## src/rtl/usb_rx.sv

```systemverilog
// USB full-speed receive path: line synchronisation, bit recovery, NRZI decode and unstuffing,
// SYNC/PID/EOP framing, and payload streaming into the packet buffer with the CRC16 withheld.
module usb_rx #(
    parameter int unsigned CLKS_PER_BIT = 8
) (
    input  logic       clk,
    input  logic       n_rst,
    input  logic       dplus_in,
    input  logic       dminus_in,
    input  logic [6:0] buffer_occupancy,
    output logic [7:0] rx_packet_data,
    output logic       store_rx_packet_data,
    output logic       flush,
    output logic [3:0] rx_packet,
    output logic       rx_data_ready,
    output logic       rx_transfer_active,
    output logic       rx_error
);

    localparam int unsigned CntW = $clog2(CLKS_PER_BIT);
    localparam logic [CntW-1:0] HalfM1 = CntW'(CLKS_PER_BIT / 2 - 1);
    localparam logic [CntW-1:0] LastCnt = CntW'(CLKS_PER_BIT - 1);
    // More consecutive J samples than bit stuffing allows inside a packet.
    localparam logic [3:0] IdleArm = 4'd8;

    typedef enum logic [2:0] {
        StIdle,
        StSync,
        StPid,
        StPayload,
        StEop,
        StErrWait
    } state_e;

    state_e          state_q;
    logic            dp_meta_q, dp_sync_q, dm_meta_q, dm_sync_q, dp_prev_q;
    logic [CntW-1:0] phase_q;
    logic            level_q;
    logic [2:0]      ones_q;
    logic [2:0]      bit_cnt_q;
    logic [7:0]      shift_q;
    logic [1:0]      byte_cnt_q;
    logic [7:0]      hold1_q, hold0_q;
    logic            is_data_q;
    logic            se0_seen_q;
    logic [3:0]      idle_run_q;

    logic       edge_det, strobe;
    logic       line_se0, line_j, line_k;
    logic       nrzi_bit;
    logic [7:0] new_byte;
    logic       pid_ok, hold_full, bit_state, boundary_ok;
    logic       err_now;

    always_ff @(posedge clk or negedge n_rst) begin
        if (!n_rst) begin
            dp_meta_q <= 1'b1;
            dp_sync_q <= 1'b1;
            dm_meta_q <= 1'b0;
            dm_sync_q <= 1'b0;
            dp_prev_q <= 1'b1;
            phase_q   <= '0;
        end else begin
            dp_meta_q <= dplus_in;
            dp_sync_q <= dp_meta_q;
            dm_meta_q <= dminus_in;
            dm_sync_q <= dm_meta_q;
            dp_prev_q <= dp_sync_q;
            if (edge_det || phase_q == LastCnt) begin
                phase_q <= '0;
            end else begin
                phase_q <= phase_q + CntW'(1);
            end
        end
    end

    assign edge_det  = dp_sync_q ^ dp_prev_q;
    // A strobe coinciding with a resync edge would sample the new bit twice.
    assign strobe    = (phase_q == HalfM1) && !edge_det;
    assign line_se0  = !dp_sync_q && !dm_sync_q;
    assign line_j    = dp_sync_q && !dm_sync_q;
    assign line_k    = !dp_sync_q && dm_sync_q;
    assign nrzi_bit  = (dp_sync_q == level_q);
    assign new_byte  = {nrzi_bit, shift_q[7:1]};
    assign pid_ok    = (new_byte[7:4] == ~new_byte[3:0]);
    assign hold_full = (byte_cnt_q == 2'd2);
    assign bit_state = (state_q == StSync) || (state_q == StPid) || (state_q == StPayload);
    assign boundary_ok = (state_q == StPayload) && (bit_cnt_q == 3'd0) &&
                         !(is_data_q && !hold_full);

    always_comb begin
        err_now = 1'b0;
        if (strobe) begin
            if (bit_state) begin
                if (line_se0) begin
                    err_now = !boundary_ok;
                end else if (ones_q == 3'd6) begin
                    err_now = nrzi_bit;
                end else if (bit_cnt_q == 3'd7) begin
                    case (state_q)
                        StSync:  err_now = (new_byte != 8'h80);
                        StPid:   err_now = !pid_ok;
                        default: err_now = is_data_q && hold_full &&
                                           (buffer_occupancy >= 7'd64);
                    endcase
                end
            end else if (state_q == StEop) begin
                err_now = line_k || (line_j && !se0_seen_q);
            end
        end
    end

    always_ff @(posedge clk or negedge n_rst) begin
        if (!n_rst) begin
            state_q              <= StIdle;
            level_q              <= 1'b1;
            ones_q               <= '0;
            bit_cnt_q            <= '0;
            shift_q              <= '0;
            byte_cnt_q           <= '0;
            hold1_q              <= '0;
            hold0_q              <= '0;
            is_data_q            <= 1'b0;
            se0_seen_q           <= 1'b0;
            idle_run_q           <= '0;
            rx_packet_data       <= '0;
            store_rx_packet_data <= 1'b0;
            flush                <= 1'b0;
            rx_packet            <= '0;
            rx_data_ready        <= 1'b0;
            rx_transfer_active   <= 1'b0;
            rx_error             <= 1'b0;
        end else begin
            store_rx_packet_data <= 1'b0;
            flush                <= 1'b0;
            rx_data_ready        <= 1'b0;
            if (strobe) begin
                level_q <= dp_sync_q;
                if (err_now) begin
                    state_q            <= StErrWait;
                    rx_error           <= 1'b1;
                    rx_transfer_active <= 1'b0;
                    se0_seen_q         <= line_se0;
                end else begin
                    unique case (state_q)
                        StIdle: begin
                            ones_q <= '0;
                            if (line_j) begin
                                if (idle_run_q != IdleArm) begin
                                    idle_run_q <= idle_run_q + 4'd1;
                                end
                            end else if (line_k && idle_run_q == IdleArm) begin
                                state_q   <= StSync;
                                shift_q   <= new_byte;
                                bit_cnt_q <= 3'd1;
                            end else if (idle_run_q != IdleArm) begin
                                idle_run_q <= '0;
                            end
                        end
                        StSync, StPid, StPayload: begin
                            if (line_se0) begin
                                state_q    <= StEop;
                                se0_seen_q <= 1'b1;
                            end else if (ones_q == 3'd6) begin
                                ones_q <= '0;
                            end else begin
                                ones_q    <= nrzi_bit ? ones_q + 3'd1 : 3'd0;
                                shift_q   <= new_byte;
                                bit_cnt_q <= bit_cnt_q + 3'd1;
                                if (bit_cnt_q == 3'd7) begin
                                    if (state_q == StSync) begin
                                        state_q            <= StPid;
                                        rx_transfer_active <= 1'b1;
                                        rx_error           <= 1'b0;
                                    end else if (state_q == StPid) begin
                                        rx_packet  <= new_byte[3:0];
                                        is_data_q  <= (new_byte[2:0] == 3'b011);
                                        byte_cnt_q <= '0;
                                        if (new_byte[3:0] == 4'b0010 ||
                                            new_byte[3:0] == 4'b1010 ||
                                            new_byte[3:0] == 4'b1110) begin
                                            state_q    <= StEop;
                                            se0_seen_q <= 1'b0;
                                        end else begin
                                            state_q <= StPayload;
                                            flush   <= (new_byte[2:0] == 3'b011);
                                        end
                                    end else begin
                                        // Two-byte holdback keeps the CRC16 out of the buffer.
                                        if (is_data_q && hold_full) begin
                                            rx_packet_data       <= hold1_q;
                                            store_rx_packet_data <= 1'b1;
                                        end
                                        hold1_q <= hold0_q;
                                        hold0_q <= new_byte;
                                        if (!hold_full) begin
                                            byte_cnt_q <= byte_cnt_q + 2'd1;
                                        end
                                    end
                                end
                            end
                        end
                        StEop: begin
                            if (line_se0) begin
                                se0_seen_q <= 1'b1;
                            end else if (line_j) begin
                                rx_data_ready      <= is_data_q;
                                rx_transfer_active <= 1'b0;
                                state_q            <= StIdle;
                                idle_run_q         <= IdleArm;
                            end
                        end
                        StErrWait: begin
                            if (line_se0) begin
                                se0_seen_q <= 1'b1;
                            end else if (line_j && se0_seen_q) begin
                                state_q    <= StIdle;
                                idle_run_q <= IdleArm;
                            end
                        end
                        default: state_q <= StIdle;
                    endcase
                end
            end
        end
    end

endmodule

```

## config.mk

```make
export PLATFORM = sky130hd
export DESIGN_NAME = usb_rx
export DESIGN_NICKNAME = d
export VERILOG_FILES = /design/src/rtl/usb_rx.sv
export SDC_FILE = /design/constraint.sdc
export NUM_CORES = 1
export LEC_CHECK = 0
export CORE_UTILIZATION = 50
export CTS_CLUSTER_DIAMETER = 40
export DETAILED_ROUTE_END_ITERATION = 8
export PLACE_DENSITY = 0.77
export SYNTH_ARGS = -nofsm -noshare
export SYNTH_HDL_FRONTEND = slang
export SYNTH_SLANG_ARGS = --single-unit
```

## constraint.sdc

```tcl
create_clock -name clk -period 3.1 [get_ports clk]
set_input_delay 0.62 -clock clk [delete_from_list [all_inputs] [get_ports clk]]
set_output_delay 0.62 -clock clk [all_outputs]
set_load 0.01 [all_outputs]
```

Yosys cells after proc, flatten, opt, wreduce, memory -nomap -nowiden
Index checks and enable logic that the tools add are counted.
- flip-flop bits (word level): 67
- input port bits: 11
- output and inout port bits: 17
- logic and storage cells: 225
- $add $sub $neg: 5
- $lt $le $gt $ge: 1
- equal/unequal tests: 49
- multiplexer cells: 91
- bitwise operators: 7
- reduce and logical (&&, ||, !) cells: 48
- operators with widths (operator ; count):
    3-bit 2-to-1 mux ; 19
    1-bit 2-to-1 mux ; 50
    8-bit AND reduction ; 5
    3-bit != test (second input constant) ; 11
    4-bit 2-to-1 mux ; 8
    8-bit 2-to-1 mux ; 4
    4-bit != test (second input constant) ; 6
    2-bit != test (second input constant) ; 10
    9-bit AND reduction ; 2
    8-bit case mux with 2 select lines ; 1
    3-bit equality test (second input constant) ; 5
    3-bit by 2-bit equality test with 1-bit output (second input constant) ; 4
    4-bit equality test (second input constant) ; 3
    1-bit logical AND ; 12
    3-bit case mux with 2 select lines ; 2
    3-bit case mux with 4 select lines ; 1
    4-bit case mux with 3 select lines ; 1
    10-bit AND reduction ; 1
    3-bit by 1-bit adder with 3-bit output (second input constant) ; 3
    3-bit nonzero test ; 3
    1-bit zero test ; 8
    8-bit != test (second input constant) ; 1
    2-bit nonzero test ; 4
    7-bit >= comparator (second input constant) ; 1
    other kinds (22) ; 36

Logic depth before layout (Yosys ltp)
- depth after elaboration: 12
- gate-level depth with buffers: 10
- mapped depth without buffers: 8

Worst setup path after synthesis
OpenSTA, ideal clock, no wires.
- kind: flip-flop to flip-flop
- start: register state_q[0]
- end: register hold0_q[7]
- setup time: 125 ps
- data arrival time: 2371 ps
- data required time: 2975 ps
- setup slack: 604 ps
- cell stages (with the launch flop): 10
- path buffers: 3
- clock period less this slack: 2496 ps
- path through: dfrtp_1 -> buf_4 -> or3b_2 -> a41oi_1 -> and4bb_1 -> or2_1 -> buf_2 -> nand3_2 -> buf_4 -> mux2_2
- cells in the longest elaborated chain, start to end: 9
- elaborated cells between the ends (all ways): 21
- classes of those cells: eq/ne (4); mux (7); bitwise (3); reduce/logical (7)
- RTL lines (item ; RTL line ; RTL):
    start, declared ; 35 ; state_e state_q;
    start signal, assigned ; 115 ; state_q <= StIdle;
    start signal, assigned ; 140 ; state_q <= StErrWait;
    start signal, assigned ; 153 ; state_q <= StSync;
    3-bit by 2-bit equality test with 1-bit output, or another cell as far along ; -- ;
    1-bit case mux with 2 select lines or 1-bit logical AND (tied branches) ; 100, 88 ;
    1-bit 2-to-1 mux or 1-bit logical AND (tied branches) ; 99, 88 ;
    1-bit 2-to-1 mux or 1-bit zero test (tied branches) ; 97, 96 ;
    1-bit 2-to-1 mux ; 95 ; if (line_se0) begin
    1-bit 2-to-1 mux ; 94 ; if (bit_state) begin
    1-bit 2-to-1 mux ; 93 ; if (strobe) begin
    1-bit NOT (no source line) ; -- ;
    8-bit AND reduction (no source line) (*) ; -- ;
    end signal, assigned ; 195 ; hold0_q <= new_byte;
    end, declared ; 43 ; logic [7:0] hold1_q, hold0_q;
Every way passes the cells marked *; elsewhere a longest branch is shown, timed or not.
A chain may end at the register's enable or synchronous reset.

Final worst setup path
- start: register dp_sync_q
- end: register hold1_q[7]
- cells in the longest elaborated chain, start to end: 11
- elaborated cells between the ends (all ways): 23
- classes of those cells: eq/ne (3); mux (7); bitwise (3); reduce/logical (10)
- RTL lines (item ; RTL line ; RTL):
    start, declared ; 36 ; logic dp_meta_q, dp_sync_q, dm_meta_q, dm_sync_q, dp_prev_q;
    start signal, assigned ; 65 ; dp_sync_q <= dp_meta_q;
    1-bit equality test ; 83 ; assign nrzi_bit = (dp_sync_q == level_q);
    4-bit equality test ; 85 ; assign pid_ok = (new_byte[7:4] == ~new_byte[3:0]);
    1-bit zero test ; 102 ; StPid: err_now = !pid_ok;
    1-bit case mux with 2 select lines ; 100 ; case (state_q)
    1-bit 2-to-1 mux ; 99 ; end else if (bit_cnt_q == 3'd7) begin
    1-bit 2-to-1 mux ; 97 ; end else if (ones_q == 3'd6) begin
    1-bit 2-to-1 mux ; 95 ;
    1-bit 2-to-1 mux ; 94 ;
    1-bit 2-to-1 mux ; 93 ;
    1-bit NOT (no source line) ; -- ;
    8-bit AND reduction (no source line) (*) ; -- ;
    end signal, assigned ; 194 ; hold1_q <= hold0_q;
    end, declared ; 43 ;
Marks and branches as above.

==> impl_metrics.csv <==
group,metric,value,unit
synth,synth_top_family_by_area,"multiplexers",
sta,rsz0062_at_grt,"no",
synth,synth_warnings,0,
synth,synth-seq-area-share,50.3,%
grt,grt_pass1_wl,10500,um
synth,synth_nets,300,
critical_path,critPathSlowestCell,"dfstp_2",
sta,tightest_slew,0.813,ns
sta,skew,0.0108,ns
synth,synth-main-ff-cell,"dfrtp_1",
clocking,clock_sinks,66,
clocking,cts_max_path_buffers,2,
critical_path,cp_cell_sequence,"buf_4 -> nor3b_1 -> o211ai_1 -> a221o_2 -> or2_1 -> nand3_2 -> mux2_2",
sta,fin_crit,2.67,ns
grt,grt_start_max_net_pins,67,
clocking,clkTransAtPathRegs,0.07,ns
synth,synthMuxAreaShare,16.0,%
synth,syn_area,3290,um2
pwr,p_per_area,654,nW/um2
sta,max_freq,0.375,GHz
route,wl_met1,3000,um
synth,synth-simple-area-share,13.1,%
critical_path,crit_type,"flop to flop",
critical_path,critPathBufInv,1,
layout,final_layout_size_suffix_gt1_share,25.5,%
synth,syn_inst,278,
clocking,cts_made_buffers,9,
floorplan,core-area,6350,um2
synth,async_flop_share,100,%
synth,synthAdderAreaFrac,4.18,%
synth,ys_types,60,
sta,period_share,86.1,%
synth,postSynthAreaPerCell,11.8,um2
critical_path,worst_ep_arrival_time,2.89,ns
pwr,total_power,2490,uW
sta,holdWs,0.351,ns
route,viasPerCell,5.67,
route,drc,0,
run,cap_violations,0,
sta,drv_slew,0,
clocking,cts.htree.levels,3,
synth,synth_xor_area_share,2.51,%
layout,fin_cells,391,
critical_path,crit_path_max_incr_delay,0.58,ns
route,top_layer_used,"met4",
layout,syn_to_final_growth,15.5,%
critical_path,crit_family,"simple AND/OR/NAND/NOR gates",
grt,antenna_found_initial,0,
place,io_buffers,21,
route,vias,2218,
floorplan,boundaryPins,28,
layout,antenna_cells,0,
layout,layout.nets,331,
critical_path,required,3.33,ns
pwr,ir_drop,0.469,mV
worst_hold_path,hold_class,"flop to flop",
floorplan,fp.dieArea,6910,um2
clocking,cts_tree,"yes",
sta,finalSetupTns,0,ns
place,gp_congestion,0.876,
clocking,cts_setup_buffers,0,
place,placed_cells,375,
floorplan,fp.dieW,83.1,um
layout,fill_cells,519,
layout,final_util,59.9,%
route,drt-total-wl,6220,um
place,dpl.hpwl,4310,um
run_status,outcome,"finished, final reports clean",
synth,synth_edf_count,0,
clocking,clockRootBuffer,"clkbuf_8",
route,wl_met3,286,um
critical_path,cp-start-kind,"flop",
route,ant_nets,0,
clocking,clk_latency,0.35,ns
route,wl_per_cell,15.9,um
floorplan,rows,29,
route,first_pass_iters,4,
grt,grt-ovfl-total,0,
layout,layout.area.seq,1660,um2
layout,multi_input_area,1490,um2
synth,synth_compound_area_share,9.62,%
route,drt-initial-drc-count,129,
critical_path,endpoint_kind,"flop",
synth,ys_ff_latch,66,
route,met2_length,2840,um
floorplan,fp.dieH,83.1,um
sta,max-slew-margin-rel,45.8,%
clocking,cts_resized,0,
clocking,cts_hold_buf,0,
floorplan,start_util,51.8,%
sta,setup_viol,0,
grt,grt_pass1_vias,2178,
critical_path,path_max_fanout,17,
grt,grt_usage,19.5,%
sta,hold_viol_final,0,
pwr,leakagePower,0.00184,uW
[metal layers]
metal  vias to the layer above  global-route usage, %
li1                       1067                      -
met1                      1082                   27.5
met2                        54                   28.8
met3                        15                   5.67
met4                         0                   7.21
met5                         -                      0
[cells in the final DEF (no fill, tap or decap), types with 2 or more instances in the layout]
cell and count:
ha_1 11, o41ai_1 2, a31oi_1 4, nand3b_1 2, or4_1 2, or3_1 3, nand3_1 7, or3b_2 2
nand2b_1 7, nor3_1 6, o21bai_1 2, a2111oi_0 2, clkbuf_8 10, nor2_1 15, a21o_1 2, nand2_1 17
xor2_1 3, o21ai_0 9, mux2_4 15, nor2b_1 3, dfstp_2 4, mux2i_1 3, mux2_2 24, or2_1 2
clkinvlp_4 3, dfrtp_1 62, xnor2_1 2, clkdlybuf4s50_1 20, nor4_1 3, o211ai_1 2, a21oi_1 8, buf_4 12
inv_1 15
[cell type report]
cell class / count / area share, %
inverter: 15 / 1.48
timing repair buffer: 33 / 7.77
sequential: 66 / 43.6
clock inverter: 6 / 1.74
tap: 77 / 2.53
clock buffer: 10 / 3.62
multi-input combinational: 184 / 39.3
[power breakdown]
group / switching [uW] / internal [uW] / total [uW]
logic: 403 / 312 / 715
clock network: 336 / 393 / 729
registers: 90.0 / 952 / 1040
total: 829 / 1660 / 2490
[final timing paths]
path | start | to | slack, ns | depth (start not counted)
min in group asynchronous | n_rst | phase_q[0] | 0.45 | 2
worst min register to register | dm_meta_q | dm_sync_q | 0.35 | 0
worst max register to register | dp_sync_q | hold1_q[7] | 0.43 | 7
worst min-delay path | dm_meta_q | dm_sync_q | 0.35 | 0
max in group asynchronous | n_rst | idle_run_q[1] | 2.11 | 2
worst max-delay path | dp_sync_q | hold1_q[7] | 0.43 | 7
[sequential cells by signal, summed over array words and instances (netlist names), 4 cells and up]
register	count
hold0_q	8
rx_packet	4
hold1_q	8
shift_q	7
idle_run_q	4
rx_packet_data	8
[synth_stat cells (all sizes together) (6+ instances only)]
library cell | number | area (um2)
a21oi | 8 | 40.0
buf | 8 | 63.8
dfrtp | 62 | 1550
ha | 11 | 138
inv | 15 | 56.3
mux2 | 39 | 495
nand2 | 17 | 63.8
nand2b | 7 | 43.8
nand3 | 8 | 45.0
nor2 | 16 | 62.6
nor3 | 6 | 30.0
o21ai | 10 | 50.0
[through the flow]
stage	instance area, um2	setup WS, ns
after global routing	3800	0.297
after global placement	3600	0.439
after detailed placement	3600	0.427
after CTS	3800	0.412
final	3800	0.432
after floorplan	3290	0.604
[cell families after synthesis]
kind of cell,Yosys count
and+or+nand+nor,79
DFF,66
AOI/OAI and AO/OA,45
muxes,42
buffers and inverters,28
adders and majority gates,11
xor gates and xnor gates,7
[worst reg2reg max path: stages, from the launching register on]
cell	delay [ns]
dfstp_2	0.58
buf_4	0.18
nor3b_1	0.20
o211ai_1	0.13
a221o_2	0.42
or2_1	0.29
nand3_2	0.36
mux2_2	0.39
Note: power is estimated with default switching activity, not from simulation.
